[src/rtl/regfile_scoreboard_if.sv]
// Writeback commit channel into the register file (regfile_write_if).
// The writeback stage drives it as Client; the register file receives it as Server.
interface regfile_write_if #(
    parameter int unsigned XLEN = 32,
    parameter int unsigned AW   = 5
);
    logic            en;
    logic [AW-1:0]   addr;
    logic [XLEN-1:0] val;

    modport Server (input  en, addr, val);
    modport Client (output en, addr, val);
endinterface

[src/rtl/regfile_scoreboard.sv]
// Architectural register file with a RAW-hazard scoreboard of per-register pending-write counters.
// Optional macro RF_WRITE_FORWARD_EN: same-cycle commit forwarding to reads and to the busy check.
module regfile_scoreboard #(
    parameter int unsigned XLEN  = 32,
    parameter int unsigned NREGS = 32,
    parameter int unsigned AW    = $clog2(NREGS),
    parameter int unsigned CNTW  = 2
) (
    input  logic            clk,
    input  logic            rst,
    regfile_write_if.Server write0,
    input  logic            flush,
    input  logic [AW-1:0]   rs1Addr,
    output logic [XLEN-1:0] rs1Val,
    input  logic [AW-1:0]   rs2Addr,
    output logic [XLEN-1:0] rs2Val,
    input  logic            issueValid,
    input  logic            rs1En,
    input  logic            rs2En,
    input  logic            rdEn,
    input  logic [AW-1:0]   rdAddr,
    output logic            issueStall,
    output logic            sbUnderflow
);

    localparam logic [CNTW-1:0] CNT_MAX = {CNTW{1'b1}};
    localparam logic [CNTW-1:0] CNT_ONE = CNTW'(1);

    logic [XLEN-1:0] regs [NREGS];
    logic [CNTW-1:0] cnt  [NREGS];

    logic            commit;
    logic [CNTW-1:0] cnt_wr;
    logic [CNTW-1:0] cnt_rd;
    logic            decr;
    logic            underflow_hit;
    logic            issue_accept;
    logic            incr;
    logic            rd_full;
    logic [NREGS-1:0] busy;
    logic [NREGS-1:1] incr_vec;
    logic [NREGS-1:1] decr_vec;

    // Commit-side decode
    always_comb begin
        commit        = write0.en && (write0.addr != '0);
        cnt_wr        = cnt[write0.addr];
        decr          = commit && (cnt_wr != '0);
        underflow_hit = commit && (cnt_wr == '0);
    end

    // Per-register busy; with forwarding, a last pending write committing now frees the register
    always_comb begin
        busy = '0;
        for (int r = 1; r < NREGS; r++) begin
            busy[r] = (cnt[r] != '0);
`ifdef RF_WRITE_FORWARD_EN
            if (commit && (write0.addr == AW'(r)) && (cnt[r] == CNT_ONE)) begin
                busy[r] = 1'b0;
            end
`endif
        end
    end

    // Issue hazard check and acceptance
    always_comb begin
        cnt_rd       = cnt[rdAddr];
        rd_full      = rdEn && (rdAddr != '0) && (cnt_rd == CNT_MAX);
        issueStall   = issueValid && ((rs1En && busy[rs1Addr]) ||
                                      (rs2En && busy[rs2Addr]) ||
                                      rd_full);
        issue_accept = issueValid && !issueStall && !flush;
        incr         = issue_accept && rdEn && (rdAddr != '0);
    end

    always_comb begin
        incr_vec = '0;
        decr_vec = '0;
        for (int r = 1; r < NREGS; r++) begin
            incr_vec[r] = incr && (rdAddr == AW'(r));
            decr_vec[r] = decr && (write0.addr == AW'(r));
        end
    end

    // Combinational read ports; register 0 reads as zero
    always_comb begin
        rs1Val = regs[rs1Addr];
        rs2Val = regs[rs2Addr];
`ifdef RF_WRITE_FORWARD_EN
        if (commit && (write0.addr == rs1Addr)) begin
            rs1Val = write0.val;
        end
        if (commit && (write0.addr == rs2Addr)) begin
            rs2Val = write0.val;
        end
`endif
        if (rs1Addr == '0) begin
            rs1Val = '0;
        end
        if (rs2Addr == '0) begin
            rs2Val = '0;
        end
    end

    // Register array and sticky underflow flag
    always_ff @(posedge clk) begin
        if (rst) begin
            for (int r = 0; r < NREGS; r++) begin
                regs[r] <= '0;
            end
            sbUnderflow <= 1'b0;
        end else begin
            if (commit) begin
                regs[write0.addr] <= write0.val;
            end
            if (underflow_hit) begin
                sbUnderflow <= 1'b1;
            end
        end
    end

    // Pending-write counters; flush overrides any concurrent increment or decrement
    always_ff @(posedge clk) begin
        if (rst) begin
            for (int r = 0; r < NREGS; r++) begin
                cnt[r] <= '0;
            end
        end else begin
            cnt[0] <= '0;
            for (int r = 1; r < NREGS; r++) begin
                if (flush) begin
                    cnt[r] <= '0;
                end else begin
                    case ({incr_vec[r], decr_vec[r]})
                        2'b10:   cnt[r] <= cnt[r] + CNT_ONE;
                        2'b01:   cnt[r] <= cnt[r] - CNT_ONE;
                        default: cnt[r] <= cnt[r];
                    endcase
                end
            end
        end
    end

endmodule

[src/flat_wrapper.sv]
// flat-port wrapper written by rule: the top's interface ports become plain ports
module regfile_scoreboard_flat 
#(
    parameter int unsigned XLEN  = 32,
    parameter int unsigned NREGS = 32,
    parameter int unsigned AW    = $clog2(NREGS),
    parameter int unsigned CNTW  = 2
)
  (clk, rst, flush, rs1Addr, rs1Val, rs2Addr, rs2Val, issueValid, rs1En, rs2En, rdEn, rdAddr, issueStall, sbUnderflow, write0_en, write0_addr, write0_val);
  regfile_write_if #(.XLEN(XLEN), .AW(AW)) write0_i ();
  input  logic clk;
  input  logic rst;
  input  logic flush;
  input  logic [AW-1:0] rs1Addr;
  output logic [XLEN-1:0] rs1Val;
  input  logic [AW-1:0] rs2Addr;
  output logic [XLEN-1:0] rs2Val;
  input  logic issueValid;
  input  logic rs1En;
  input  logic rs2En;
  input  logic rdEn;
  input  logic [AW-1:0] rdAddr;
  output logic issueStall;
  output logic sbUnderflow;
  input wire logic [$bits(write0_i.en)-1:0] write0_en;
  input wire logic [$bits(write0_i.addr)-1:0] write0_addr;
  input wire logic [$bits(write0_i.val)-1:0] write0_val;
  assign write0_i.en = write0_en;
  assign write0_i.addr = write0_addr;
  assign write0_i.val = write0_val;
  regfile_scoreboard #(.XLEN(XLEN), .NREGS(NREGS), .AW(AW), .CNTW(CNTW)) u_core (.clk(clk), .rst(rst), .write0(write0_i), .flush(flush), .rs1Addr(rs1Addr), .rs1Val(rs1Val), .rs2Addr(rs2Addr), .rs2Val(rs2Val), .issueValid(issueValid), .rs1En(rs1En), .rs2En(rs2En), .rdEn(rdEn), .rdAddr(rdAddr), .issueStall(issueStall), .sbUnderflow(sbUnderflow));
endmodule
[config.mk]
export PLATFORM = sky130hd
export DESIGN_NAME = regfile_scoreboard_flat
export DESIGN_NICKNAME = d
export VERILOG_FILES = /design/src/rtl/regfile_scoreboard_if.sv /design/src/rtl/regfile_scoreboard.sv /design/src/flat_wrapper.sv
export SDC_FILE = /design/constraint.sdc
export NUM_CORES = 2
export LEC_CHECK = 0
export CAP_MARGIN = 5
export CORE_ASPECT_RATIO = 1.5
export CORE_MARGIN = 10
export CORE_UTILIZATION = 40
export DETAILED_ROUTE_END_ITERATION = 16
export PLACE_DENSITY = 0.59
export SLEW_MARGIN = 20
export SYNTH_ARGS = -nofsm -noshare
export SYNTH_HDL_FRONTEND = slang
export SYNTH_SLANG_ARGS = --single-unit
[constraint.sdc]
create_clock -name clk -period 14.5 [get_ports clk]
set_input_delay 4.35 -clock clk [delete_from_list [all_inputs] [get_ports clk]]
set_output_delay 4.35 -clock clk [all_outputs]
set_load 0.02 [all_outputs]
==> metrics.txt <==
H-Tree Depth 3; top cells by count, synth edfxtp_1, and2_1, mux4_2; FILL cells 13,481; run status completed; Synth Flop Type edfxtp_1; FF-to-FF setup slack 10.61 ns; vias in the first global route 39,313; clock skew 0.0164 ns; number of antenna violations at the first check in global routing 34; die area 0.169 mm2; Slowest cell on crit path buf_4; Most common cell on crit path nand2_1; gr usage total 0.249; Wirelength per Cell 34.0 um; CP bufs+invs 3; vias 38,686; Clock Tree Root clkbuf_16; Worst-Skew Late Latency 0.78 ns; ANT nets after route 0; Yosys reg bits 1,087; grt ovf 0; CP top delay family buffers and inverters; Post-synth EDFFs 1,086; Worst setup EP type output pin; CTS buffer count 109; startpoint types input pin; Initial Util 0.402; Routed WL 214,000 um; Synth area leaders edfxtp_1, mux4_2, and2_1; gpl congestion 0.828; Synth top area share 0.536; io pins 126; Core Region 0.152 mm2; Avg Cell Area, Syn 14.6 um2; Hold Path Class flop to flop; most frequent cell after synthesis edfxtp_1; post-route cell area 0.0680 mm2; dpl ws 2.19 ns; HPWL after DPL 121,000 um; WP data required 10.15 ns; 1st-iter DRT viols 4,877; share of total power in the clock network 0.381; max_cap viols 0; final worst slack 2.16 ns; Syn Inst Count 4,169; CTS Hold Bufs 0; crit path kind input pin to output pin; post-cts sizing count 0; crit-path max cell delay 0.82 ns; CTS clk-pin slew, worst paths 0.06 ns; Power, Total 7.68 mW; Peak supply drop 112 uV; overall die height 498 um; count of distinct cell types in the synthesized netlist 60; Power Internal 5.67 mW; FMAX 81.0 MHz; Placed Area 0.0643 mm2; CTS tree yes; Vias/cell 6.16; setup_tns 0 ns; drt drc 0; Worst-Margin Slew 1.16 ns; mapped cell area 0.0609 mm2; Sequential Power Share 0.484; Initial DRT Pass Iterations 5; combinational group share of total power 0.136; count of pins over their slew limit 0; layout overhead on the synthesized area 11.6%; # clock sinks 1,087; global-route wire length before repair 300,000 um; Longest Clk Path Bufs 3; fraction of layout cells with a size suffix above 1 0.236; Yosys warning count 0; cells along the critical path buf_8 -> buf_4 -> mux4_2 -> nand2_1 -> nand2_1 -> a22o_1 -> o22ai_1 -> nor2_1 -> clkdlybuf4s50_1; max_slew headroom 0.224; Net Sw Frac 0.262; largest net degree at the start of global routing 93; RSZ-0062 raised after global routing no; CP max FO 92; clock period minus worst slack 12.34 ns; Worst EP arrival 7.99 ns; final setup fails 0; fin util 0.449; postcts setup bufs 0; NetSw 2.01 mW; Rows 175; final hold vios 0; die width 339 um; nets 4,291; largest area contributor in the netlist edfxtp_1; period utilization 0.851; Leak 23.0 nW; register area share after synthesis 0.536; Async SR Flop Fraction 0; Power Dens Cells 113 mW/mm2; number of port buffers 125
==> cell families after synthesis <==
logic type | Yosys count | synth area share
simple gates | 1588 | 0.149
mux | 716 | 0.240
other cells | 1 | 0.0000616
compound gates | 191 | 0.0223
fa+ha+maj | 93 | 0.0191
flops | 1087 | 0.536
buf+inv | 493 | 0.0333
==> power groups by stage <==
| stage | clock [mW] | sequential [mW] | combinational, mW |
|---|---|---|---|
| 6_report | 2.92 | 3.71 | 1.04 |
| 2_1_floorplan | 0 | 3.74 | 0.654 |
| 5_1_grt | 3.05 | 3.73 | 1.09 |
| 3_3_place_gp | 0 | 3.76 | 1.04 |
| 3_5_place_dp | 0 | 3.78 | 1.04 |
| 4_1_cts | 2.95 | 3.71 | 1.04 |
==> per-stage QoR <==
step / std cells / hold WS (ns)
floorplan: 4200 / 0.540
global placement: 6061 / 0.520
detailed placement: 6062 / 0.522
CTS: 6268 / 0.534
global route: 6269 / 0.569
finish: 6284 / 0.528
==> cells in the final DEF (no fill, tap or decap), types with 32 or more instances in the layout <==
| cell type | n |
|---|---|
| or3_1 | 38 |
| clkdlybuf4s50_1 | 111 |
| nand2_1 | 150 |
| nor2_1 | 152 |
| or2_2 | 42 |
| clkbuf_16 | 109 |
| o21ai_0 | 32 |
| o22ai_1 | 32 |
| nor2_4 | 33 |
| nor3_1 | 72 |
| inv_1 | 70 |
| edfxtp_1 | 1086 |
| conb_1 | 32 |
| and2_1 | 996 |
| buf_4 | 114 |
| mux2i_1 | 105 |
| ha_1 | 93 |
| mux4_2 | 595 |
==> cell type report <==
type                            count  area (um2)  area share
Tap cell                         2035        2550      0.0375
Inverter                           77         294     0.00433
Clock inverter                     78         795      0.0117
Antenna cell                       16        40.0    0.000589
Multi-Input combinational cell   2620       26600       0.392
Clock buffer                      128        2800      0.0412
Sequential cell                  1087       32600       0.480
Timing Repair Buffer              243        2250      0.0330
==> final timing paths <==
path / cells past startpoint / end / start
worst min-delay path: 2 / u_core.sbUnderflow$_SDFFE_PP0P_ / u_core.sbUnderflow$_SDFFE_PP0P_
worst max register to register: 11 / u_core.cnt[27][0]$_SDFFCE_PP0P_ / u_core.cnt[17][0]$_DFFE_PP_
worst max-delay path: 9 / rs2Val[4] / rs2Addr[1]
worst min register to register: 2 / u_core.sbUnderflow$_SDFFE_PP0P_ / u_core.sbUnderflow$_SDFFE_PP0P_
==> worst min-delay path: stages (launching register included) <==
cell,delay (ns)
dfxtp_1,0.31
inv_1,0.05
o221ai_1,0.11
==> registers in the layout, indices dropped and copies added, names as in the netlist <==
signal / cells
u_core.sbUnderflow: 1
u_core.cnt: 62
u_core.regs: 1024
==> layer usage <==
layer / up-vias / wire, um / track usage
li1: 15766 / - / -
met1: 20257 / 77400 / 0.309
met2: 2173 / 107000 / 0.424
met3: 472 / 19600 / 0.0448
met4: 18 / 9410 / 0.108
met5: - / 137 / 0
Note: power is estimated with default switching activity, not from simulation.
